--- config.mk ---
export PLATFORM = sky130hd
export DESIGN_NAME = csr_unit
export DESIGN_NICKNAME = d
export VERILOG_FILES = /design/src/rtl/csr_pkg.sv /design/src/rtl/csr_counter64.sv /design/src/rtl/csr_unit.sv
export SDC_FILE = /design/constraint.sdc
export NUM_CORES = 1
export LEC_CHECK = 0
export ABC_CLOCK_PERIOD_IN_PS = 3150
export CAP_MARGIN = 20
export CORE_UTILIZATION = 25
export DETAILED_ROUTE_END_ITERATION = 6
export PLACE_DENSITY = 0.49
export SLEW_MARGIN = 10
export SYNTH_ARGS = -nofsm -noshare
export SYNTH_HDL_FRONTEND = slang
export SYNTH_SLANG_ARGS = --single-unit
--- constraint.sdc ---
create_clock -name clk -period 3.15 [get_ports clk]
set_input_delay 0.63 -clock clk [delete_from_list [all_inputs] [get_ports clk]]
set_output_delay 0.63 -clock clk [all_outputs]
set_load 0.03 [all_outputs]
--- src/rtl/csr_pkg.sv ---
// Shared constants for the machine-mode CSR file: opcode, funct3 encodings,
// CSR addresses and register bit positions.
package csr_pkg;

  localparam logic [6:0] OP_SYSTEM = 7'b1110011;

  localparam logic [2:0] F3_CSRRW  = 3'b001;
  localparam logic [2:0] F3_CSRRS  = 3'b010;
  localparam logic [2:0] F3_CSRRC  = 3'b011;
  localparam logic [2:0] F3_CSRRWI = 3'b101;
  localparam logic [2:0] F3_CSRRSI = 3'b110;
  localparam logic [2:0] F3_CSRRCI = 3'b111;

  localparam logic [11:0] A_MSTATUS   = 12'h300;
  localparam logic [11:0] A_MIE       = 12'h304;
  localparam logic [11:0] A_MTVEC     = 12'h305;
  localparam logic [11:0] A_MEPC      = 12'h341;
  localparam logic [11:0] A_MCAUSE    = 12'h342;
  localparam logic [11:0] A_MIP       = 12'h344;
  localparam logic [11:0] A_MCYCLE    = 12'hB00;
  localparam logic [11:0] A_MINSTRET  = 12'hB02;
  localparam logic [11:0] A_MCYCLEH   = 12'hB80;
  localparam logic [11:0] A_MINSTRETH = 12'hB82;
  localparam logic [11:0] A_CYCLE     = 12'hC00;
  localparam logic [11:0] A_INSTRET   = 12'hC02;
  localparam logic [11:0] A_CYCLEH    = 12'hC80;
  localparam logic [11:0] A_INSTRETH  = 12'hC82;
  localparam logic [11:0] A_MHARTID   = 12'hF14;

  localparam int MSTATUS_MIE  = 3;
  localparam int MSTATUS_MPIE = 7;
  localparam int MIE_MTIE     = 7;
  localparam int MIE_MEIE     = 11;
  localparam int MIP_MTIP     = 7;
  localparam int MIP_MEIP     = 11;

endpackage

--- src/rtl/csr_counter64.sv ---
// 64-bit free-running counter with per-half load; a load of either half
// suppresses the increment for the whole counter that cycle. 1-cycle update, no backpressure.
module csr_counter64 (
  input  logic        clk,
  input  logic        rst_n,
  input  logic        inc,
  input  logic        wr_lo,
  input  logic        wr_hi,
  input  logic [31:0] wdata,
  output logic [63:0] value
);

  always_ff @(posedge clk) begin
    if (!rst_n) begin
      value <= '0;
    end else if (wr_lo || wr_hi) begin
      if (wr_lo) value[31:0]  <= wdata;
      if (wr_hi) value[63:32] <= wdata;
    end else if (inc) begin
      value <= value + 64'd1;
    end
  end

endmodule

--- src/rtl/csr_unit.sv ---
// Machine-mode CSR file with trap/mret state; combinational pre-write read,
// writes commit on the next edge. No backpressure: every accepted op completes in one cycle.
module csr_unit
  import csr_pkg::*;
#(
  parameter logic [31:0] MTVEC_RST = 32'h0000_0000,
  parameter logic [31:0] HART_ID   = 32'd0
) (
  input  logic        clk,
  input  logic        rst_n,
  input  logic [6:0]  E_op,
  input  logic [2:0]  E_funct3,
  input  logic [11:0] E_csr_addr,
  input  logic [31:0] E_rs1_data,
  input  logic [4:0]  E_zimm,
  input  logic        E_valid,
  input  logic        W_retire,
  input  logic        trap_take,
  input  logic [31:0] trap_epc,
  input  logic [31:0] trap_cause,
  input  logic        mret_take,
  input  logic        ext_irq,
  input  logic        tmr_irq,
  output logic [31:0] E_csr,
  output logic        irq_req,
  output logic [31:0] mtvec_o,
  output logic [31:0] mepc_o
);

  logic        st_mie, st_mpie, ie_mtie, ie_meie;
  logic [31:0] mtvec, mepc, mcause;
  logic [63:0] mcycle, minstret;
  logic [31:0] mstatus_val, mie_val, mip_val;
  logic [31:0] src, wdata;
  logic        decoded, writable, we;

  always_comb begin
    mstatus_val = '0;
    mstatus_val[MSTATUS_MIE]  = st_mie;
    mstatus_val[MSTATUS_MPIE] = st_mpie;
    mstatus_val[12:11]        = 2'b11;
    mie_val = '0;
    mie_val[MIE_MTIE] = ie_mtie;
    mie_val[MIE_MEIE] = ie_meie;
    mip_val = '0;
    mip_val[MIP_MTIP] = tmr_irq;
    mip_val[MIP_MEIP] = ext_irq;
  end

  always_comb begin
    E_csr = '0;
    case (E_csr_addr)
      A_MSTATUS:              E_csr = mstatus_val;
      A_MIE:                  E_csr = mie_val;
      A_MIP:                  E_csr = mip_val;
      A_MTVEC:                E_csr = mtvec;
      A_MEPC:                 E_csr = mepc;
      A_MCAUSE:               E_csr = mcause;
      A_MCYCLE,   A_CYCLE:    E_csr = mcycle[31:0];
      A_MCYCLEH,  A_CYCLEH:   E_csr = mcycle[63:32];
      A_MINSTRET, A_INSTRET:  E_csr = minstret[31:0];
      A_MINSTRETH, A_INSTRETH: E_csr = minstret[63:32];
      A_MHARTID:              E_csr = HART_ID;
      default:                E_csr = '0;
    endcase
  end

  always_comb begin
    writable = 1'b0;
    case (E_csr_addr)
      A_MSTATUS, A_MIE, A_MTVEC, A_MEPC, A_MCAUSE,
      A_MCYCLE, A_MCYCLEH, A_MINSTRET, A_MINSTRETH: writable = 1'b1;
      default: writable = 1'b0;
    endcase
  end

  assign decoded = (E_op == OP_SYSTEM) && (E_funct3 != 3'b000);
  assign src     = E_funct3[2] ? {27'b0, E_zimm} : E_rs1_data;

  always_comb begin
    wdata = src;
    case (E_funct3[1:0])
      2'b10:   wdata = E_csr | src;
      2'b11:   wdata = E_csr & ~src;
      default: wdata = src;
    endcase
  end

  // Set/clear forms with a zero rs1 field are pure reads and must not write.
  assign we = E_valid && decoded && (E_funct3[1:0] != 2'b00) && writable &&
              !(E_funct3[1] && (E_zimm == 5'd0));

  always_ff @(posedge clk) begin
    if (!rst_n) begin
      mtvec   <= MTVEC_RST & ~32'd3;
      ie_mtie <= 1'b0;
      ie_meie <= 1'b0;
    end else if (we) begin
      if (E_csr_addr == A_MTVEC) mtvec <= wdata & ~32'd3;
      if (E_csr_addr == A_MIE) begin
        ie_mtie <= wdata[MIE_MTIE];
        ie_meie <= wdata[MIE_MEIE];
      end
    end
  end

  // Trap beats mret beats software write for the trap-state registers.
  always_ff @(posedge clk) begin
    if (!rst_n) begin
      st_mie  <= 1'b0;
      st_mpie <= 1'b0;
      mepc    <= '0;
      mcause  <= '0;
    end else if (trap_take) begin
      mepc    <= trap_epc & ~32'd3;
      mcause  <= trap_cause;
      st_mpie <= st_mie;
      st_mie  <= 1'b0;
    end else if (mret_take) begin
      st_mie  <= st_mpie;
      st_mpie <= 1'b1;
    end else if (we) begin
      case (E_csr_addr)
        A_MSTATUS: begin
          st_mie  <= wdata[MSTATUS_MIE];
          st_mpie <= wdata[MSTATUS_MPIE];
        end
        A_MEPC:   mepc   <= wdata & ~32'd3;
        A_MCAUSE: mcause <= wdata;
        default: ;
      endcase
    end
  end

  csr_counter64 u_mcycle (
    .clk   (clk),
    .rst_n (rst_n),
    .inc   (1'b1),
    .wr_lo (we && (E_csr_addr == A_MCYCLE)),
    .wr_hi (we && (E_csr_addr == A_MCYCLEH)),
    .wdata (wdata),
    .value (mcycle)
  );

  csr_counter64 u_minstret (
    .clk   (clk),
    .rst_n (rst_n),
    .inc   (W_retire),
    .wr_lo (we && (E_csr_addr == A_MINSTRET)),
    .wr_hi (we && (E_csr_addr == A_MINSTRETH)),
    .wdata (wdata),
    .value (minstret)
  );

  assign irq_req = st_mie & ((ie_meie & ext_irq) | (ie_mtie & tmr_irq));
  assign mtvec_o = mtvec;
  assign mepc_o  = mepc;

endmodule

==> summary.md, run 1 <==
| Metric | Value |
|---|---|
| RSZ-0062 raised after global routing | `yes` |
| CP arrival | `2640 ps` |
| Netlist cell types | `104` |
| Fin crit share | `103.8%` |
| Worst Path Max Fanout | `7` |
| Buf/Inv on CP | `4` |
| Syn Inst Count | `1832` |
| Die width | `240.8 µm` |
| Post-DRT Antenna Nets | `0` |
| CP peak stage delay | `570 ps` |
| Commonest non-fill, non-tap cell in the layout | `buf_4` |
| Worst EP required | `2520 ps` |
| Tot Pwr | `0.007361 W` |
| Pin count of the biggest net entering global routing | `79` |
| Input/output buffers | `221` |
| Vias | `18060` |
| Seq/Total Area, Yosys | `31.47%` |
| Slew Viols, Final | `0` |
| Area delta synth->final | `51.46%` |
| Hold WC Path Type | `in2reg` |
| DRT iter0 DRCs | `2183` |
| Setup total negative slack | `-1352 ps` |
| Slowest cell on the critical path | `or4_4` |
| Routed WL per cell | `28.69 µm` |
| Clock Latency Late Sink | `580 ps` |
| Worst Tran Pin Value | `855.5 ps` |
| Fraction of layout cells with a size suffix above 1 | `24.18%` |
| Startpoint type of the worst setup path | `input port` |
| Cells along the critical path | `buf_8 -> or4_4 -> a211oi_4 -> buf_6 -> buf_8 -> a22oi_2 -> o211ai_1 -> buf_4` |
| First-pass GRT wire length | `123900 µm` |
| Reg clk slew, reported paths | `70 ps` |
| Slew margin rel. | `42.76%` |
| Row cnt | `87` |
| Final Util | `38.28%` |
| HP Start | `rst_n` |
| Pre-CTS WS | `-888.0 ps` |
| HPWL Detailed | `66700 µm` |
| Cell Area, Synth | `14250 µm²` |
| Worst Skew | `18.28 ps` |
| Root Driver | `clkbuf_16` |
| CP endpoint kind | `output pin` |
| Die Height | `240.8 µm` |
| Ys Warns | `0` |
| Largest cells by area after synthesis | `dfxtp_1, o21ai_0, a22oi_1` |
| M2 GR Usage | `46.97%` |
| CTS tree | `yes` |
| Core Region | `56390 µm²` |
| GR peak layer | `met2` |
| Final setup viols | `22` |
| H-tree Lvls | `1` |
| Pleak | `7.818 nW` |
| Failing checks | `negative setup slack` |
| Avg Cell Area, Syn | `7.779 µm²` |
| Vias in the first global route | `16960` |
| GRT met3 Usage | `3.717%` |
| Max Freq | `305.9 MHz` |
| Routability Congestion | `0.9946` |
| #FFs+latches synth | `224` |
| Fin area | `21580 µm²` |
| Asr flop ratio synth | `0%` |
| Final setup margin | `-118.6 ps` |
| Die area | `57960 µm²` |
| Post-synth top area share | `31.47%` |
| Critical path class | `in2out` |
| Fin. Hold Viols | `0` |
| Pre-Repair DR Iteration Count | `5` |
| Peak VDD IR | `0.3082 mV` |
| Synth area leader | `dfxtp_1` |
| Min Clock Period, post-route | `3269 ps` |
| Ys flop type | `dfxtp_1` |
| Routed wire length | `86990 µm` |
| Multi-input gate area | `9315 µm²` |
| Nets@finish | `2386` |
| Most frequent cells in the layout | `buf_4, dfxtp_1, o21ai_0` |
| Cts bufs inserted | `28` |
| Reg-to-reg startpoint | `u_minstret.value[26]` |
| Power Density | `341.0 nW/µm²` |
| Met1 usage | `38.99%` |
| Placed cell areas | `19740 µm²` |
| Vias per std cell | `5.955` |
| All-Layer GR Usage | `29.33%` |
| CTS Buffer Depth | `3` |
| # clock sinks | `224` |
| Fillers | `5797` |
| Number of synthesized flops with an enable pin | `0` |
| FF/Latch Area | `4484 µm²` |
| IO Count | `228` |
| Max-Cap Viols | `0` |
| Critical Path Start | `E_csr_addr[2]` |
| CP top delay family | `buffers and inverters` |
| DRC Markers | `0` |
| Antenna violations before repair | `2` |
| Remaining Overflow, GRT | `0` |
| Initial Util | `25.27%` |
| Cell mode on critical path | `buf_8` |
| Status | `finished, violations left` |
-- cells by family after synthesis --
family	count (synthesis)	share of synthesized area, %
adders and majority gates	2	0.1756
muxes	25	1.809
buffers and inverters	212	6.866
DFF	224	31.47
and+or+nand+nor	609	23.97
AOI/OAI and AO/OA	756	35.50
other	1	0.02631
xor gates and xnor gates	3	0.1844
-- worst reg2reg max path, cell delays in order, from the launching register on --
cell and delay (ps):
dfxtp_1 520, and4_1 350, nand4_1 260, nor4_4 760
nand4_1 340, or3_1 390, a21oi_1 150, o21a_1 130
-- flip-flops by register name, summed over array words and instances, names as in the netlist --
name and cells:
u_mcycle.value 64, ie_meie 1, u_minstret.value 64, st_mpie 1, st_mie 1, mepc_o 30, mcause 32, mtvec_o 30
ie_mtie 1
-- stage by stage --
step	std cells	hold WS, ps
after detailed placement	2953	488.8
after global placement	2953	483.2
after floorplan	1835	455.9
after global routing	3031	508.8
final	3032	518.5
after CTS	3029	507.1
-- power by group --
part | internal (W) | switching [W] | total, W
combinational | 0.000431 | 0.000547 | 0.000978
sequential | 0.00289 | 0.0000745 | 0.00296
clock | 0.00203 | 0.00140 | 0.00342
-- final timing paths --
kind	end	slack, ps	cells past startpoint
hold / removal	ie_meie	520	3
setup reg to reg	u_minstret.value[57]	190	7
hold reg to reg	mcause[25]	520	2
setup / recovery	E_csr[23]	-120	8
-- timing repair --
item                                    in CTS  in global routing
cloned                                       4                  0
buffers inserted                            22                  6
pin swaps                                   33                 35
hold buffers                                 0                  0
gates resized for setup                    165                 49
endpoints found under the setup margin      46                 30
-- final cells by class --
cell class,instances,area share (%)
multi-input combinational,1399,43.16
inverter,50,0.9507
clock buffer,42,3.768
timing repair buffer,550,26.30
sequential,224,20.78
antenna,1,0.01159
clock inverter,10,0.6550
tap,756,4.382
-- metal layers --
metal	wire length (µm)	up-vias	share of wire [%]
met3	7422	210	8.5
met2	38850	1084	45
li1	-	8006	-
met1	36220	8754	42
met5	13	-	0.015
met4	4480	2	5.1
-- synth_stat cells, drive strengths merged (50+ instances only) --
cell    count
a21oi      91
a22oi      84
a31oi      55
buf        52
clkbuf    108
dfxtp     224
inv        50
nand2     125
nand3      66
nand4      59
nor2       94
o21ai     228
o22ai      54
Power figures use the tool's default switching activity.
==> run 2: changes to the inputs <==
CORE_MARGIN = 2   (was unset)
==> run 2 against run 1 <==
Against the previous run:
- critical path type unchanged
- the flow finishes with violations (design-rule violations, negative setup slack)
- sequential cell count unchanged
- non-clock buffer count is 30 higher
- combinational power about the same
- largest cell class unchanged
- sequential share of layout area shrank 0.79 points
- fmax fell by 1.0%
- global-route usage decreased by 1.0 points
- final area rose by 4.0%
- critical path depth up 2
==> summary.md, run 2 (synthesis gave the netlist of run 1 again) <==
| Metric | Value |
|---|---|
| Status | `finished, violations left` |
| Failing checks | `design-rule violations, negative setup slack` |
| CP arrival | `2670 ps` |
| Max Freq | `302.8 MHz` |
| Final setup viols | `25` |
| Peak VDD IR | `0.3240 mV` |
| Hold WC Path Type | `reg2reg` |
| Cts bufs inserted | `27` |
| Remaining Overflow, GRT | `0` |
| Antenna violations before repair | `1` |
| Nets@finish | `2415` |
| Commonest non-fill, non-tap cell in the layout | `buf_4` |
| Vias in the first global route | `17020` |
| Worst Skew | `34.49 ps` |
| DRC Markers | `1` |
| Reg clk slew, reported paths | `60 ps` |
| Row cnt | `87` |
| Tot Pwr | `0.007428 W` |
| Pin count of the biggest net entering global routing | `50` |
| Worst Path Max Fanout | `6` |
| DRT iter0 DRCs | `2052` |
| HPWL Detailed | `65720 µm` |
| Min Clock Period, post-route | `3303 ps` |
| Die Height | `242.8 µm` |
| # clock sinks | `224` |
| Area delta synth->final | `57.48%` |
| # hold bufs at CTS | `0` |
| Largest registers | `u_mcycle.value (64), u_minstret.value (64), mcause (32)` |
| All-Layer GR Usage | `28.31%` |
| H-tree Lvls | `1` |
| Pre-Repair DR Iteration Count | `7` |
| Input/output buffers | `221` |
| Die width | `242.8 µm` |
| Slew margin rel. | `31.49%` |
| CTS tree | `yes` |
| CTS Buffer Depth | `3` |
| Die area | `58930 µm²` |
| Worst Tran Pin Value | `1028 ps` |
| Slew Viols, Final | `0` |
| Vias | `18390` |
| Clock Latency Late Sink | `590 ps` |
| CP endpoint kind | `output pin` |
| First-pass GRT wire length | `124200 µm` |
| Core Region | `56390 µm²` |
| Pleak | `8.078 nW` |
| Post-DRT Antenna Nets | `0` |
| Startpoint type of the worst setup path | `input port` |
| RSZ-0062 raised after global routing | `yes` |
| Fin. Hold Viols | `0` |
| Worst EP required | `2520 ps` |
| Setup total negative slack | `-1974 ps` |
| Final setup margin | `-153.0 ps` |
| Fin crit share | `104.9%` |
| Number of antenna diodes | `0` |
| Vias per std cell | `6.017` |
| Power Density | `331.0 nW/µm²` |
| Root Driver | `clkbuf_16` |
| Routed wire length | `87180 µm` |
| IO Count | `228` |
| Routed WL per cell | `28.53 µm` |
| Routability Congestion | `1.009` |
| Max-Cap Viols | `0` |
| Most frequent cells in the layout | `buf_4, dfxtp_1, o21ai_0` |
| Critical path class | `in2out` |
| Fraction of layout cells with a size suffix above 1 | `26.48%` |
| Initial Util | `25.27%` |
run 2: cell count changes in the layout (fill, tap and decap cells not counted), sizes merged:
cell	delta
buf	+30
clkbuf	-6
bufinv	+2
bufbuf	-1
clkinvlp	-1
diode	-1
inv	+1
run 2: per-layer routing:
| metal | share of wire [%] | GRT usage [%] | wire, µm | vias to the layer above |
|---|---|---|---|---|
| met5 | 0 | 0 | 0 | - |
| li1 | - | - | - | 8038 |
| met3 | 9.0 | 4.080 | 7837 | 216 |
| met1 | 41 | 38.31 | 36130 | 8963 |
| met4 | 5.6 | 13.64 | 4921 | 0 |
| met2 | 44 | 44.07 | 38290 | 1172 |
run 2: worst paths after layout:
path / start / to / slack [ps] / cells past startpoint
min: mcause[29] / mcause[29] / 500 / 2
min reg2reg: mcause[29] / mcause[29] / 500 / 2
max reg2reg: u_mcycle.value[27] / u_mcycle.value[62] / 270 / 7
max: E_csr_addr[3] / E_csr[0] / -150 / 10
run 2: power breakdown:
part	internal (W)	leakage (nW)	total, W	switching, W
combinational	0.000447	5.79	0.00101	0.000562
clock	0.00208	0.467	0.00347	0.00139
sequential	0.00289	1.82	0.00295	0.0000664
total	0.00541	8.08	0.00743	0.00202
run 2: per-stage QoR:
| step | setup slack [ps] | std cells | utilization, % | instance area [µm²] | hold WS (ps) |
|---|---|---|---|---|---|
| 6_report | -153.0 | 3056 | 39.80 | 22440 | 498.6 |
| 5_1_grt | -167.7 | 3056 | 39.80 | 22440 | 517.4 |
| 4_1_cts | -142.0 | 3041 | 39.12 | 22060 | 491.6 |
| 3_5_place_dp | -673.1 | 2953 | 35.04 | 19760 | 477.4 |
| 3_3_place_gp | -660.7 | 2953 | 35.04 | 19760 | 482.1 |
| 2_1_floorplan | 69.72 | 1835 | - | 14260 | 455.9 |
run 2: layout make-up:
cell class	instances	area, µm²
Clock inverter	12	210.2
Inverter	50	207.7
Timing Repair Buffer	580	6175
Sequential cell	224	4484
Clock buffer	35	745.7
Fill cell	5762	33940
Multi-Input combinational cell	1399	9674
Tap cell	756	945.9
run 2: what timing repair did:
action	in CTS	in global routing
pin swaps	58	44
resized for setup	230	75
setup buffers	43	25
gates cloned	9	1
setup endpoints to repair	36	57
run 2: worst max-delay path, stage by stage:
cell and delay [ps]:
buf_12 110, buf_6 110, or4b_4 580, a211oi_4 310, buf_6 190, buf_12 140, o2bb2ai_4 130, a221o_1 220
buf_6 130, buf_12 100
==> run 3: changes to the inputs <==
HOLD_SLACK_MARGIN = 0.15   (was unset)
SYNTH_HIERARCHICAL = 1   (was unset)
==> run 3 against run 2 <==
Against the previous run:
- the flow finishes with violations (design-rule violations)
- clock power hardly changed
- wire length is 1.5% higher
- final area is 5.0% higher
- combinational power is 26% higher
- critical path type unchanged
- highest routed layer unchanged
==> summary.md, run 3 <==
| Metric | Value |
|---|---|
| Pleak | `8.765 nW` |
| CTS tree | `yes` |
| Die width | `253.8 µm` |
| Final setup viols | `0` |
| Routed WL per cell | `25.91 µm` |
| Worst Tran Pin Value | `802.2 ps` |
| Routability Congestion | `1.031` |
| Reg-to-reg endpoint | `u_minstret/value[59]` |
| Post-DRT Antenna Nets | `0` |
| Slowest cell on the critical path | `or4b_4` |
| R2r setup slk | `340 ps` |
| Max Freq | `322.2 MHz` |
| Critical Path Start | `E_csr_addr[4]` |
| Status | `finished, violations left` |
| # hold bufs at CTS | `0` |
| Reg power frac | `38.5%` |
| CP arrival | `2470 ps` |
| Syn Inst Count | `2047` |
| Vias | `19630` |
| Ys flop type | `dfxtp_1` |
| H-tree Lvls | `1` |
| Number of synthesized flops with an enable pin | `0` |
| Most frequent cells in the layout | `buf_4, dfxtp_1, nand2_1` |
| Buf/Inv on CP | `6` |
| Cell Area, Synth | `15590 µm²` |
| Clock Latency Late Sink | `600 ps` |
| Worst Path Max Fanout | `6` |
| # clock sinks | `224` |
| Hold WC Path Type | `reg2reg` |
| DRC Markers | `5` |
| Core Region | `61710 µm²` |
| Post-synth top cells | `nand2_1, dfxtp_1, o21ai_0` |
| Int Pwr | `0.005498 W` |
| All-Layer GR Usage | `26.50%` |
| Post-synth top area share | `28.75%` |
| CP peak stage delay | `570 ps` |
| Min Clock Period, post-route | `3104 ps` |
| Initial Util | `25.27%` |
| Max-Cap Viols | `0` |
| Most common cell in the netlist | `nand2_1` |
| Input/output buffers | `221` |
| Antenna violations before repair | `10` |
| Routed wire length | `88490 µm` |
| Vias in the first global route | `18710` |
| Die Height | `253.8 µm` |
| Avg Cell Area, Syn | `7.618 µm²` |
| Commonest non-fill, non-tap cell in the layout | `buf_4` |
| Power Density | `327.3 nW/µm²` |
| HP Start | `mtvec_o[7]` |
| Slew Viols, Final | `0` |
| Worst EP required | `2520 ps` |
| Cts bufs inserted | `30` |
| Clock power share | `45.0%` |
| #FFs+latches synth | `224` |
| Synth area leader | `dfxtp_1` |
| Largest registers | `u_mcycle/value (64), u_minstret/value (64), mcause (32)` |
| CP endpoint kind | `output pin` |
| Reg clk slew, reported paths | `60 ps` |
| Critical path class | `in2out` |
| IO Count | `228` |
| Asr flop ratio synth | `0%` |
| Reg-to-reg startpoint | `u_minstret/value[26]` |
| CP top delay family | `buffers and inverters` |
| First-pass GRT wire length | `127500 µm` |
| Vias per std cell | `5.748` |
| Slew margin rel. | `46.03%` |
| Hold slack | `501.6 ps` |
| Worst Hold End | `mtvec_o[7]` |
| Root Driver | `clkbuf_16` |
| Ys Warns | `6` |
| Fin crit share | `98.53%` |
| Row cnt | `91` |
| Net Switching | `0.002218 W` |
| Fin. Hold Viols | `0` |
| Failing checks | `design-rule violations` |
| WHS Path Cells | `2` |
| RSZ-0062 raised after global routing | `yes` |
| Nets@finish | `2683` |
| CTS Buffer Depth | `3` |
| Cells along the critical path | `buf_4 -> buf_6 -> or4b_4 -> buf_12 -> clkbuf_16 -> a211oi_4 -> buf_4 -> o21ai_0 -> nand2_2 -> buf_12` |
| Remaining Overflow, GRT | `0` |
| Startpoint type of the worst setup path | `input port` |
| Largest cells by area after synthesis | `dfxtp_1, o21ai_0, nand2_1` |
| HPWL Detailed | `69370 µm` |
| Pre-Repair DR Iteration Count | `7` |
| DRT iter0 DRCs | `2242` |
| Netlist cell types | `97` |
| Peak VDD IR | `0.4552 mV` |
| Reg2reg path depth | `5` |
| Pin count of the biggest net entering global routing | `87` |
| Fraction of layout cells with a size suffix above 1 | `25.37%` |
| Area delta synth->final | `51.16%` |
| Comb pwr share | `16.4%` |
| Sw Share | `28.74%` |
| Seq/Total Area, Yosys | `28.75%` |
| Worst Skew | `21.11 ps` |
| Die area | `64390 µm²` |
| Final Util | `38.20%` |
[run 3: cell count changes after synthesis, sizes merged, moves of 26 or more]
cell,delta
a21oi,+59
a22oi,-60
nand2,+100
nand3,+29
nor2,+33
o22ai,-42
xnor2,+26
[run 3: repair_timing]
| item | 4_1_cts | 5_1_grt |
|---|---|---|
| pin swaps | 13 | 22 |
| cloned | 3 | 1 |
| setup endpoints to repair | 37 | 103 |
| setup buffers | 19 | 11 |
| resized for setup | 97 | 52 |
[run 3: routing by layer]
| layer | track usage [%] | vias to the layer above | part of all wire [%] |
|---|---|---|---|
| met5 | 0 | - | 0 |
| li1 | - | 8790 | - |
| met3 | 3.698 | 154 | 8.1 |
| met2 | 41.54 | 933 | 44 |
| met4 | 8.471 | 0 | 3.5 |
| met1 | 37.31 | 9751 | 44 |
[run 3: stage by stage]
| stage | instances | setup TNS (ps) | setup slack, ps | total power [W] | cell area, µm² |
|---|---|---|---|---|---|
| after floorplan | 2056 | -180.8 | -77.61 | 0.003509 | 15700 |
| after global placement | 3329 | -83170 | -746.1 | 0.004243 | 21890 |
| after detailed placement | 3329 | -86000 | -807.7 | 0.004250 | 21890 |
| after CTS | 3402 | 0 | 5.693 | 0.007732 | 23330 |
| after global routing | 3413 | -0.4228 | -0.4228 | 0.007933 | 23570 |
| final | 3415 | 0 | 46.44 | 0.007716 | 23570 |
[run 3: worst max path at each step]
stage                            to  slack, ps  depth (start not counted)
3_3_place_gp   u_minstret/value[50]       -750                         13
4_1_cts        u_minstret/value[50]          6                         13
6_report                   E_csr[5]         50                         10
3_5_place_dp   u_minstret/value[50]       -810                         13
5_1_grt                   E_csr[10]       -0.4                         11
2_1_floorplan  u_minstret/value[54]        -80                         11
[run 3: final cells by class]
cell class | instances | area (µm²)
sequential | 224 | 4484
fill | 6397 | 38140
multi-input combinational | 1633 | 10670
inverter | 35 | 135.1
antenna | 4 | 10.01
clock buffer | 49 | 902.1
tap | 837 | 1047
clock inverter | 7 | 71.32
timing repair buffer | 626 | 6256
[run 3: worst min-delay path, delay by kind of cell, from the launching register on]
kind            cells  cell delay, ps
simple gates        1              60
flops               1             320
compound gates      1              70
[run 3: cells by family (layout without fill, tap and decap cells)]
group	Yosys count	in the layout	synth area share (%)
AO/OA/AOI/OAI	661	661	28.03
XOR/XNOR	47	47	2.640
adder cells (fa/ha/maj)	2	2	0.1604
buffers and inverters	199	717	5.512
flip-flops	224	224	28.75
multiplexers	62	62	5.592
other	2	15	0.04816
AND/OR/NAND/NOR	850	850	29.27
[run 3: power groups by stage]
stage                     clock (W)  combinational [W]  sequential, W
after floorplan                   0           0.000459        0.00305
after global placement            0            0.00121        0.00303
after detailed placement          0            0.00122        0.00303
after CTS                   0.00352            0.00124        0.00297
after global routing        0.00363            0.00133        0.00298
final                       0.00348            0.00127        0.00297
